<file path="src/rtl/spi_flash_responder.sv">
`timescale 1ns/1ps
// SPI mode-0 NOR-flash responder answering READ (0x03), JEDEC ID (0x9F) and RDSR (0x05).
// The SPI pins are oversampled on clk. Read data comes from a byte port with one-cycle latency.
module spi_flash_responder #(
    parameter int          ADDR_WIDTH = 24,
    parameter logic [23:0] JEDEC_ID   = 24'hEF4018
) (
    input  logic                  clk,
    input  logic                  reset,
    input  logic                  sclk,
    input  logic                  cs_n,
    input  logic                  mosi,
    output logic                  miso,
    output logic                  miso_oe,
    output logic                  mem_rd,
    output logic [ADDR_WIDTH-1:0] mem_addr,
    input  logic [7:0]            mem_data
);

    typedef enum logic [2:0] {
        ST_IDLE   = 3'd0,
        ST_CMD    = 3'd1,
        ST_ADDR   = 3'd2,
        ST_DATA   = 3'd3,
        ST_ID     = 3'd4,
        ST_STATUS = 3'd5,
        ST_IGNORE = 3'd6
    } state_t;

    logic [2:0]            sclk_sync_q;
    logic [2:0]            cs_sync_q;
    logic [1:0]            mosi_sync_q;

    state_t                state_q,     state_d;
    logic [2:0]            bit_cnt_q,   bit_cnt_d;
    logic [1:0]            byte_cnt_q,  byte_cnt_d;
    logic [6:0]            shift_in_q,  shift_in_d;
    logic [22:0]           addr_q,      addr_d;
    logic [7:0]            shift_out_q, shift_out_d;
    logic [7:0]            prefetch_q,  prefetch_d;
    logic                  cap_q,       cap_d;
    logic                  load_q,      load_d;
    logic                  miso_q,      miso_d;
    logic                  miso_oe_q,   miso_oe_d;
    logic                  mem_rd_q,    mem_rd_d;
    logic [ADDR_WIDTH-1:0] mem_addr_q,  mem_addr_d;

    logic                  rise_s;
    logic                  fall_s;
    logic                  cs_assert_s;
    logic                  cs_deassert_s;
    logic                  mosi_s;
    logic [7:0]            rx_byte_s;
    logic [23:0]           addr_next_s;
    logic [7:0]            tx_byte_s;

    // Two-flop synchronisers plus a third stage for edge detection.
    // The cs_n chain resets to "selected" so a cs_n already low at reset release is not seen as an assert.
    always_ff @(posedge clk or posedge reset) begin
        if (reset) begin
            sclk_sync_q <= 3'b000;
            cs_sync_q   <= 3'b000;
            mosi_sync_q <= 2'b00;
        end else begin
            sclk_sync_q <= {sclk_sync_q[1:0], sclk};
            cs_sync_q   <= {cs_sync_q[1:0], cs_n};
            mosi_sync_q <= {mosi_sync_q[0], mosi};
        end
    end

    assign rise_s        =  sclk_sync_q[1] & ~sclk_sync_q[2];
    assign fall_s        = ~sclk_sync_q[1] &  sclk_sync_q[2];
    assign cs_assert_s   = ~cs_sync_q[1]   &  cs_sync_q[2];
    assign cs_deassert_s =  cs_sync_q[1]   & ~cs_sync_q[2];
    assign mosi_s        =  mosi_sync_q[1];
    assign rx_byte_s     = {shift_in_q, mosi_s};
    assign addr_next_s   = {addr_q, mosi_s};

    // Select the byte loaded into the output shifter at a byte boundary.
    always_comb begin
        tx_byte_s = 8'h00;
        case (state_q)
            ST_DATA: tx_byte_s = prefetch_q;
            ST_ID: begin
                case (byte_cnt_q)
                    2'd0:    tx_byte_s = JEDEC_ID[23:16];
                    2'd1:    tx_byte_s = JEDEC_ID[15:8];
                    2'd2:    tx_byte_s = JEDEC_ID[7:0];
                    default: tx_byte_s = 8'h00;
                endcase
            end
            default: tx_byte_s = 8'h00;
        endcase
    end

    // Next-state and output logic; chip-select deassert overrides every state.
    always_comb begin
        state_d     = state_q;
        bit_cnt_d   = bit_cnt_q;
        byte_cnt_d  = byte_cnt_q;
        shift_in_d  = shift_in_q;
        addr_d      = addr_q;
        shift_out_d = shift_out_q;
        prefetch_d  = cap_q ? mem_data : prefetch_q;
        cap_d       = mem_rd_q;
        load_d      = load_q;
        miso_d      = miso_q;
        miso_oe_d   = miso_oe_q;
        mem_rd_d    = 1'b0;
        mem_addr_d  = mem_addr_q;

        if (cs_deassert_s) begin
            state_d    = ST_IDLE;
            bit_cnt_d  = 3'd0;
            load_d     = 1'b0;
            cap_d      = 1'b0;
            prefetch_d = prefetch_q;
            miso_d     = 1'b1;
            miso_oe_d  = 1'b0;
        end else begin
            case (state_q)
                ST_IDLE: begin
                    if (cs_assert_s) begin
                        state_d     = ST_CMD;
                        bit_cnt_d   = 3'd0;
                        byte_cnt_d  = 2'd0;
                        shift_in_d  = 7'd0;
                        addr_d      = 23'd0;
                        shift_out_d = 8'd0;
                        load_d      = 1'b0;
                    end else begin
                        state_d = ST_IDLE;
                    end
                end
                ST_CMD: begin
                    if (rise_s) begin
                        shift_in_d = rx_byte_s[6:0];
                        bit_cnt_d  = bit_cnt_q + 3'd1;
                        if (bit_cnt_q == 3'd7) begin
                            byte_cnt_d = 2'd0;
                            case (rx_byte_s)
                                8'h03: state_d = ST_ADDR;
                                8'h9F: begin
                                    state_d = ST_ID;
                                    load_d  = 1'b1;
                                end
                                8'h05: begin
                                    state_d = ST_STATUS;
                                    load_d  = 1'b1;
                                end
                                default: state_d = ST_IGNORE;
                            endcase
                        end else begin
                            state_d = ST_CMD;
                        end
                    end else begin
                        state_d = ST_CMD;
                    end
                end
                ST_ADDR: begin
                    if (rise_s) begin
                        addr_d    = addr_next_s[22:0];
                        bit_cnt_d = bit_cnt_q + 3'd1;
                        if (bit_cnt_q == 3'd7 && byte_cnt_q == 2'd2) begin
                            mem_rd_d   = 1'b1;
                            mem_addr_d = addr_next_s[ADDR_WIDTH-1:0];
                            byte_cnt_d = 2'd0;
                            load_d     = 1'b1;
                            state_d    = ST_DATA;
                        end else if (bit_cnt_q == 3'd7) begin
                            byte_cnt_d = byte_cnt_q + 2'd1;
                        end else begin
                            byte_cnt_d = byte_cnt_q;
                        end
                    end else begin
                        state_d = ST_ADDR;
                    end
                end
                ST_DATA, ST_ID, ST_STATUS: begin
                    if (rise_s) begin
                        bit_cnt_d = bit_cnt_q + 3'd1;
                        if (bit_cnt_q == 3'd7) begin
                            load_d = 1'b1;
                        end else begin
                            load_d = load_q;
                        end
                    end else if (fall_s) begin
                        miso_oe_d = 1'b1;
                        if (load_q) begin
                            // Byte boundary: present the next byte and refill the prefetch.
                            load_d      = 1'b0;
                            miso_d      = tx_byte_s[7];
                            shift_out_d = {tx_byte_s[6:0], 1'b0};
                            if (state_q == ST_DATA) begin
                                mem_rd_d   = 1'b1;
                                mem_addr_d = mem_addr_q + ADDR_WIDTH'(1);
                            end else if (state_q == ST_ID && byte_cnt_q != 2'd3) begin
                                byte_cnt_d = byte_cnt_q + 2'd1;
                            end else begin
                                byte_cnt_d = byte_cnt_q;
                            end
                        end else begin
                            miso_d      = shift_out_q[7];
                            shift_out_d = {shift_out_q[6:0], 1'b0};
                        end
                    end else begin
                        state_d = state_q;
                    end
                end
                ST_IGNORE: begin
                    state_d = ST_IGNORE;
                end
                default: begin
                    state_d = ST_IDLE;
                end
            endcase
        end
    end

    // State and datapath registers.
    always_ff @(posedge clk or posedge reset) begin
        if (reset) begin
            state_q     <= ST_IDLE;
            bit_cnt_q   <= 3'd0;
            byte_cnt_q  <= 2'd0;
            shift_in_q  <= 7'd0;
            addr_q      <= 23'd0;
            shift_out_q <= 8'd0;
            prefetch_q  <= 8'd0;
            cap_q       <= 1'b0;
            load_q      <= 1'b0;
            miso_q      <= 1'b1;
            miso_oe_q   <= 1'b0;
            mem_rd_q    <= 1'b0;
            mem_addr_q  <= '0;
        end else begin
            state_q     <= state_d;
            bit_cnt_q   <= bit_cnt_d;
            byte_cnt_q  <= byte_cnt_d;
            shift_in_q  <= shift_in_d;
            addr_q      <= addr_d;
            shift_out_q <= shift_out_d;
            prefetch_q  <= prefetch_d;
            cap_q       <= cap_d;
            load_q      <= load_d;
            miso_q      <= miso_d;
            miso_oe_q   <= miso_oe_d;
            mem_rd_q    <= mem_rd_d;
            mem_addr_q  <= mem_addr_d;
        end
    end

    assign miso     = miso_q;
    assign miso_oe  = miso_oe_q;
    assign mem_rd   = mem_rd_q;
    assign mem_addr = mem_addr_q;

endmodule

</file>
<file path="config.mk">
export PLATFORM = sky130hd
export DESIGN_NAME = spi_flash_responder
export DESIGN_NICKNAME = d
export VERILOG_FILES = /design/src/rtl/spi_flash_responder.sv
export SDC_FILE = /design/constraint.sdc
export NUM_CORES = 1
export LEC_CHECK = 0
export CAP_MARGIN = 30
export CORE_MARGIN = 1.5
export CORE_UTILIZATION = 35
export CTS_BUF_LIST = sky130_fd_sc_hd__clkbuf_8 sky130_fd_sc_hd__clkbuf_16
export DETAILED_ROUTE_END_ITERATION = 16
export GPL_ROUTABILITY_DRIVEN = 0
export MAX_ROUTING_LAYER = met4
export PLACE_DENSITY_LB_ADDON = 0.08
export SETUP_SLACK_MARGIN = 0.2
export SKIP_LAST_GASP = 1
export SYNTH_ARGS = -nofsm -noshare
export SYNTH_HDL_FRONTEND = slang
export SYNTH_SLANG_ARGS = --single-unit
</file>
<file path="constraint.sdc">
create_clock -name clk -period 4.1 [get_ports clk]
set_input_delay 0.82 -clock clk [delete_from_list [all_inputs] [get_ports clk]]
set_output_delay 0.82 -clock clk [all_outputs]
set_load 0.1 [all_outputs]
</file>
==> metrics.txt, run 1 <==
setup slack after layout around 0.97 ns; Routed WL around 13 mm; Post-Synthesis Cells 530; Psw around 450 uW; hold depth 0; WHS Endpoint cs_sync_q[1]$_DFF_PP0_; Setup TNS 0 ns; # setup viols final 0; IO Count 40; setup bufs post-CTS 0; ys async rst share 100.0%; commonest non-fill, non-tap cell in the layout dfrtp_1; Max clock buf depth 2; Hold Vio Cnt, Final 0; CTS tree done; first-pass GRT wire length 21.38 mm; ANT cells 0; crit path cell chain inv_1, ha_1, or3b_4, a21o_1, inv_1, mux2i_1, a211oi_1; TritonCTS Buffers 9; startpoint types register; Setup CP Type reg2reg; post-placement setup slack approximately 0.93 ns; clock skew approximately 0.011 ns; initial antenna violation count 0; H-tree levels 3; antenna-violating nets left 0; min cycle time layout 3.130 ns; largest area contributor in the netlist dfrtp_1; DP HPWL 8.493 mm; Mapped Area 4903 sq um; Syn Area/Cell 9.252 sq um; Critical R2R Capture mem_addr[21]$_DFFE_PP0P_; Final Total Pwr 1.832 mW; clk sinks 90; post-synth top area share 45.42%; Placeable Area about 14,000 sq um; Yosys reg bits 90; CP peak stage delay 0.68 ns; Finished Core Util 41.45%; Switching Share between 20% and 30%; Max-Cap Viols 0; Via Count 4,115; Hold-fix buffers, CTS 0; gr usage total 19.22%; Initial Util 35.60%; FF-to-FF path depth 7; largest net degree at the start of global routing between 40 and 50; main flop type after synthesis dfrtp_1; Avg WL per Cell 17.66 um; FP Rows 43; worst skew pair latency 0.35 ns; Worst Path Arrival about 3.4 ns; Post-synth EDFFs 0; Port Buffer Count 39; drt first-iter violations 280; leakage 2.522 nW; Yosys cell types 63; most frequent cells in the layout dfrtp_1, nand2_1, clkdlybuf4s50_1, nand3_1, o21ai_0; Crit Path Max Fanout 30; internal power around 1.4 mW; largest cells by area after synthesis dfrtp_1, nand2_1, nand3_1; Req. time, crit path roughly 4.4 ns; drt drc 0; share of cells above drive strength 1 9.730%; fin crit share 76.35%; register area share after synthesis 45.96%; Die Height 121.4 um; via/cell ratio roughly 5.6; Die X-Extent 121.4 um; worst vdd ir roughly 180 uV; Pwr Density roughly 320 nW/um^2; vias in the first global route 3,962; nets 575; Area Overhead vs Synth 16.43%; Root Buffer clkbuf_16; slowest CP cell inv_1; status complete, no violations; GR Overflow Total 0; Worst-path clk slew 0.07 ns; Crit. End Element register; reg-to-reg slack, setup slightly below 1 ns; Hold Startpoint cs_sync_q[0]$_DFF_PP0_; Pre-antenna DRT Iters 4; die area roughly 15,000 sq um; Worst-Margin Slew between 1 and 1.5 ns; hold crit path type reg2reg; Comb power frac 7.5%; fmax 319.5 MHz; RR Startpoint cs_sync_q[2]$_DFF_PP0_; Yosys warnings 0; Flop pwr share 50.2%; Max transition margin 31.61%; Post-Syn Nets 555; Clock Power Share 42.2%; Hold WS 0.3476 ns; Slew Viols, Final 0; CP dominant cell by count inv_1; PostCTS Resize Cnt 0; RSZ-0062 raised after global routing false
-- worst max-delay path: cells and delay by family (launching register included) --
kind | cells | cell delay (ns)
adders and majority gates | 1 | 0.57
buffers and inverters | 2 | 0.74
muxes | 1 | 0.25
AOI/OAI and AO/OA | 2 | 0.82
DFF | 1 | 0.38
and+or+nand+nor | 1 | 0.27
-- kinds of logic (layout without fill, tap and decap cells) --
| kind of cell | Yosys count | count (layout) | share of synthesized area [%] |
|---|---|---|---|
| DFF | 90 | 90 | 45.96 |
| muxes | 26 | 26 | 5.716 |
| adders and majority gates | 12 | 12 | 3.062 |
| AOI/OAI and AO/OA | 126 | 126 | 17.30 |
| xor gates and xnor gates | 1 | 1 | 0.1786 |
| and+or+nand+nor | 217 | 217 | 22.79 |
| buffers and inverters | 58 | 83 | 5.001 |
-- routing by layer --
layer	global-route usage [%]	share of wire (%)	wire length [um]
met2	30.26	47	6145
met3	3.102	3.4	445
met4	6.103	1.2	153
met5	-	0	0
met1	25.44	48	6234
-- state kept, by name, summed over array words and instances, names as in the netlist --
name / flops
shift_in_q: 7
byte_cnt_q: 2
cs_sync_q: 3
shift_out_q: 7
mem_rd: 1
miso: 1
mem_addr: 24
sclk_sync_q: 3
state_q: 3
cap_q: 1
prefetch_q: 8
load_q: 1
mosi_sync_q: 2
bit_cnt_q: 3
miso_oe: 1
addr_q: 23
-- worst max path at each step --
stage	start	cells past startpoint	slack, ns	endpoint
final	cs_sync_q[2]$_DFF_PP0_	7	0.97	mem_addr[21]$_DFFE_PP0P_
after global routing	cs_sync_q[1]$_DFF_PP0_	6	0.77	mem_addr[0]$_DFFE_PP0P_
after CTS	cs_sync_q[2]$_DFF_PP0_	7	0.96	mem_addr[21]$_DFFE_PP0P_
after detailed placement	cs_sync_q[2]$_DFF_PP0_	7	0.93	mem_addr[21]$_DFFE_PP0P_
after global placement	cs_sync_q[1]$_DFF_PP0_	6	1.03	mem_addr[21]$_DFFE_PP0P_
after floorplan	reset	1	0.95	addr_q[0]$_DFFE_PP0P_
-- power groups by stage --
stage	Combinational [mW]	Clock [mW]	Sequential [mW]
after global routing	0.158	0.837	0.922
after global placement	0.138	0	0.937
after CTS	0.140	0.802	0.921
after floorplan	0.101	0	0.931
final	0.138	0.773	0.921
after detailed placement	0.140	0	0.937
-- Yosys cell counts (3+ instances only) --
cell and instances:
mux2i_1 10, a21o_1 4, a211oi_1 9, a31oi_1 5, o22ai_1 10, nor4_1 8
o21ai_0 27, nand2b_1 6, dfrtp_1 89, ha_1 12, a21oi_1 25, nand4_1 12
a2bb2oi_1 13, or4_1 6, nand3_1 37, or3_1 3, inv_1 14, o211ai_1 4
mux2_2 16, buf_2 10, nor3b_1 4, nand4b_1 5, nor2b_1 4, nand2_1 81
and3_1 7, a22oi_1 3, nor3_1 9, clkbuf_1 29, a311oi_1 4, nor2_1 20
-- layout make-up --
class	count	area, sq um
Clock buffer	10	239.0
Clock inverter	6	35.03
Fill cell	1416	8064
Inverter	15	57.56
Multi-Input combinational cell	382	2416
Sequential cell	90	2253
Tap cell	180	225.2
Timing Repair Buffer	52	483.0
-- stage by stage --
step                      area [sq um]  std cells
after floorplan                   4903        530
after global placement            5425        717
after detailed placement          5430        718
after CTS                         5704        734
after global routing              5709        735
final                             5709        735
No activity file was read; power rests on OpenSTA's default activity.
==> inputs of run 2 (changes only) <==
==> constraint.sdc (replaced) <==
create_clock -name clk -period 2.65 [get_ports clk]
set_input_delay 0.53 -clock clk [delete_from_list [all_inputs] [get_ports clk]]
set_output_delay 0.53 -clock clk [all_outputs]
set_load 0.1 [all_outputs]
==> run 2 against run 1 <==
Against the previous run:
- non-clock buffer count up 14
- setup slack got worse by 0.51 ns
- clock power up 57%
- die area did not move
- core utilization rose by 0.58 points
- critical path type unchanged
- critical endpoint unchanged
- largest cell class unchanged
- highest routed layer unchanged
==> metrics.txt, run 2 (same netlist as run 1, synthesis figures left out) <==
most frequent cells in the layout nand2_1, dfrtp_1, buf_4, nand3_1, o21ai_0; reg-to-reg slack, setup 0.46 ns; Comb power frac under 10%; startpoint types register; WHS Endpoint sclk_sync_q[1]$_DFF_PP0_; Crit. End Element register; Clock Power Share 42.2%; Avg WL per Cell 17.93 um; IO Count 40; Slew Viols, Final 0; # setup viols final 0; Setup TNS 0 ns; worst vdd ir 258.6 uV; Max-Cap Viols 0; drt drc 0; Pwr Density between 400 and 500 nW/um^2; Die Height 121.4 um; Worst Path Arrival 2.44 ns; Hold Startpoint sclk_sync_q[0]$_DFF_PP0_; setup slack after layout 0.4597 ns; worst skew pair latency around 0.35 ns; Worst-path clk slew around 0.070 ns; Area Overhead vs Synth 18.07%; setup bufs post-CTS 0; Flop pwr share 50.1%; CTS tree done; hold crit path type reg2reg; Pre-antenna DRT Iters 5; Die X-Extent between 100 and 150 um; H-tree levels 3; Worst-Margin Slew 0.5922 ns; commonest non-fill, non-tap cell in the layout nand2_1; clock skew 0.01145 ns; leakage about 2.6 nW; first-pass GRT wire length 22.37 mm; Initial Util 35.60%; Hold-fix buffers, CTS 0; via/cell ratio 5.578; Max clock buf depth 2; Routed WL 13.43 mm; clk sinks 90; Cell Count, Final, Fillers Out 749; drt first-iter violations 414; Placeable Area 13,770 sq um; Psw 736.3 uW; GR Overflow Total 0; largest net degree at the start of global routing 33; vias in the first global route roughly 4,100; Req. time, crit path 2.90 ns; gr usage total 20.06%; DP HPWL approximately 9.3 mm; PostCTS Resize Cnt 0; Switching Share 25.74%; FF-to-FF path depth 8; TritonCTS Buffers 9; Setup CP Type reg2reg; Finished Core Util 42.03%; hold depth 0; RSZ-0062 raised after global routing false; fin crit share between 80% and 90%; die area 14,730 sq um; Max transition margin between 60% and 70%; Port Buffer Count 39; max FFs per register 24; ANT cells 0; share of cells above drive strength 1 18.98%; Crit Path Max Fanout 30; Inst Count DP approximately 730; FP Rows 43; post-placement setup slack 0.4584 ns; internal power 2.124 mW; Critical R2R Capture mem_addr[21]$_DFFE_PP0P_; nets 589; RR Startpoint byte_cnt_q[0]$_DFFE_PP0P_; Root Buffer clkbuf_16; initial antenna violation count 0; min cycle time layout 2.190 ns; status complete, no violations; antenna-violating nets left 0; Hold Vio Cnt, Final 0; fmax 456.6 MHz; Via Count roughly 4,200
-- run 2: cell types whose count changed in the layout (fill, tap and decap cells not counted), moves of 2 or more --
cell	before	now
buf_4	11	52
clkinv_4	2	0
clkdlybuf4s50_1	39	12
clkinvlp_4	0	2
dfrtp_2	0	12
dfrtp_1	89	77
buf_2	2	0
buf_12	0	2
inv_6	0	2
-- run 2: worst max-delay path, cell delays in order (launching register included) --
cell	delay, ns
dfrtp_1	0.43
inv_1	0.12
ha_1	0.32
nand4b_1	0.14
a21o_1	0.29
inv_1	0.09
buf_4	0.33
mux2i_1	0.13
a211oi_1	0.23
-- run 2: worst max path at each step --
stage,from,end,depth (start not counted)
floorplan,mem_addr[2]$_DFFE_PP0P_,mem_addr[19]$_DFFE_PP0P_,4
global placement,mem_addr[0]$_DFFE_PP0P_,mem_addr[22]$_DFFE_PP0P_,5
detailed placement,byte_cnt_q[0]$_DFFE_PP0P_,mem_addr[22]$_DFFE_PP0P_,8
CTS,cs_sync_q[1]$_DFF_PP0_,mem_addr[21]$_DFFE_PP0P_,7
global route,byte_cnt_q[0]$_DFFE_PP0P_,mem_addr[21]$_DFFE_PP0P_,8
finish,byte_cnt_q[0]$_DFFE_PP0P_,mem_addr[21]$_DFFE_PP0P_,8
-- run 2: layer usage --
| layer | track usage, % | routed length [um] | vias to the layer above |
|---|---|---|---|
| li1 | - | - | 2011 |
| met1 | 27.99 | 6615 | 2061 |
| met2 | 30.08 | 6156 | 91 |
| met3 | 2.914 | 468 | 15 |
| met4 | 6.397 | 189 | 0 |
| met5 | - | 0 | - |
-- run 2: cell type report --
cell class	instances	area [sq um]
Clock buffer	9	225.2
Clock inverter	7	43.79
Sequential cell	90	2268
Timing Repair Buffer	66	550.5
Multi-Input combinational cell	382	2416
Inverter	15	60.06
Fill cell	1402	7984
Tap cell	180	225.2
-- run 2: per-stage QoR --
stage                     power, mW  hold slack [ns]  cell area, sq um
final                         2.861           0.3507              5789
after detailed placement      1.684           0.3387              5520
after global routing          2.985           0.3789              5789
after floorplan               1.597           0.3312              4922
after CTS                     2.901           0.3537              5789
after global placement        1.680           0.3359              5520
-- run 2: power groups by stage --
stage	clock, mW	combinational (mW)	sequential (mW)
2_1_floorplan	0	0.157	1.44
3_3_place_gp	0	0.220	1.46
3_5_place_dp	0	0.223	1.46
4_1_cts	1.24	0.224	1.43
5_1_grt	1.29	0.250	1.44
6_report	1.21	0.219	1.43
==> inputs of run 3 (changes only) <==
==> constraint.sdc (replaced) <==
create_clock -name clk -period 1.8 [get_ports clk]
set_input_delay 0.36 -clock clk [delete_from_list [all_inputs] [get_ports clk]]
set_output_delay 0.36 -clock clk [all_outputs]
set_load 0.1 [all_outputs]
==> run 3 against run 2 <==
Against the previous run:
- routed wire length grew 12%
- final area grew 36%
- setup slack lost 0.59 ns
- fmax grew 13%
- clock-buffer cell count is the same
- non-clock buffer count grew 93
- largest power group unchanged
- highest routed layer unchanged
- flip-flop and latch count is the same
- largest cell class unchanged
- global-route usage grew 1.4 points
- die area is the same
- the flow now finishes with violations (setup timing)
- hold slack is essentially flat
- clock power grew 49%
- cell count grew 13%
==> metrics.txt, run 3 (same netlist as run 1, synthesis figures left out) <==
vias in the first global route 4,558; sequential cell area 2278 sq um; largest net degree at the start of global routing 57; Req. time, crit path 2.04 ns; Hold Vio Cnt, Final 0; max FFs per register 24; Worst-path clk slew 0.07 ns; Inst Count DP 792; fin crit share 107.3%; nets 683; Slew Viols, Final 0; ANT cells 0; worst skew pair latency 0.35 ns; startpoint types register; GR Overflow Total 0; Die Height 121.4 um; Initial Util 35.60%; Final Total Pwr 4.469 mW; fmax 517.9 MHz; Worst-Margin Slew between 0.4 and 0.5 ns; share of cells above drive strength 1 48.42%; slowest CP cell or4_4; Pre-antenna DRT Iters 4; drt first-iter violations ~290; RSZ-0062 raised after global routing true; clock skew between 0.007 and 0.008 ns; Hold-fix buffers, CTS 0; Via Count 4,640; failing checks setup timing; CTS tree done; crit path cell chain buf_6, inv_4, ha_4, buf_6, mux2i_4, or4_4, buf_12, buf_16, nand2_4, nand2_2; met2 wire length 7.685 mm; met1 wire length 6.584 mm; Avg WL per Cell 17.85 um; Max-Cap Viols 0; IO Count 40; via/cell ratio roughly 5.5; Cell Count, Final, Fillers Out 843; Routed WL roughly 15 mm; CP dominant cell by count buf_6; Port Buffer Count 39; initial antenna violation count 0; fillcell total about 1,200; TritonCTS Buffers 9; CP peak stage delay 0.55 ns; min cycle time layout 1.931 ns; Worst Path Arrival 2.18 ns; Placeable Area roughly 14,000 sq um; drt drc 0; Pwr Density approximately 570 nW/um^2; status finished with violations; Crit Path Max Fanout 6; first-pass GRT wire length 24.07 mm; DP HPWL 9.604 mm; Area after DPL 6529 sq um; H-tree levels 3; Crit. End Element register; Die X-Extent between 100 and 150 um; Root Buffer clkbuf_16; met3 wire length a little under 500 um; leakage 3.408 nW; die area 14,730 sq um; Max transition margin 71.01%; Area Overhead vs Synth 60.42%; # setup viols final 41; Setup CP Type reg2reg; FP Rows 43; setup slack after layout -0.1307 ns; gr usage total 21.46%; most frequent cells in the layout buf_4, dfrtp_1, nand2_1, buf_12, nand3_1; Max clock buf depth 2; Top Layer Used met4; Design Area, Final 7866 sq um; antenna-violating nets left 0; clk sinks 90; worst vdd ir 409.4 uV; multi-input combinational cell area 3151 sq um; commonest non-fill, non-tap cell in the layout buf_4; hold crit path type reg2reg
[run 3: layer usage]
layer	track usage [%]	up-vias
met2	34.99	105
li1	-	2206
met5	-	-
met4	8.015	0
met1	27.40	2311
met3	2.679	18
[run 3: metrics by stage]
step	setup TNS [ns]	worst slack [ns]	hold WS (ns)	utilization, %
floorplan	-1.806	-0.3805	0.3312	-
global route	-5.892	-0.1725	0.3560	57.11
detailed placement	-0.4046	-0.1414	0.3393	47.40
finish	-3.703	-0.1307	0.3506	57.11
global placement	-0.1923	-0.08524	0.3324	47.40
CTS	-1.809	-0.09284	0.3542	52.85
[run 3: final timing paths]
kind | depth (start not counted) | startpoint | slack [ns] | to
worst max-delay path | 10 | cs_sync_q[1]$_DFF_PP0_ | -0.13 | addr_q[21]$_DFFE_PP0P_
worst min-delay path | 0 | sclk_sync_q[0]$_DFF_PP0_ | 0.35 | sclk_sync_q[1]$_DFF_PP0_
worst max register to register | 10 | cs_sync_q[1]$_DFF_PP0_ | -0.13 | addr_q[21]$_DFFE_PP0P_
worst min register to register | 0 | sclk_sync_q[0]$_DFF_PP0_ | 0.35 | sclk_sync_q[1]$_DFF_PP0_
max in group asynchronous | 3 | reset | 1.00 | miso$_DFFE_PP1P_
min in group asynchronous | 3 | reset | 0.44 | mosi_sync_q[0]$_DFF_PP0_
[run 3: repair_timing]
item / 4_1_cts / 5_1_grt
cloned: 4 / 1
pin swaps: 25 / 32
setup buffers: 20 / 10
setup endpoints to repair: 70 / 82
gates resized for setup: 49 / 124
[run 3: worst max-delay path, delay by kind of cell, from the launching register on]
family                   cells  cell delay [ns]
adder cells (fa/ha/maj)      1             0.14
buffers and inverters        5             0.59
flip-flops                   1             0.40
AND/OR/NAND/NOR              3             0.65
multiplexers                 1             0.06
[run 3: area by class of cell]
cell class / instances / share of cell area (%)
Clock buffer: 9 / 2.863
Timing Repair Buffer: 159 / 23.75
Multi-Input combinational cell: 383 / 40.05
Sequential cell: 90 / 28.96
Inverter: 15 / 0.8271
Clock inverter: 7 / 0.6840
Tap cell: 180 / 2.863
[run 3: report_power, final]
group | switching (mW) | internal [mW]
logic | 0.286 | 0.283
clock network | 0.854 | 0.945
registers | 0.0394 | 2.06
total | 1.18 | 3.29
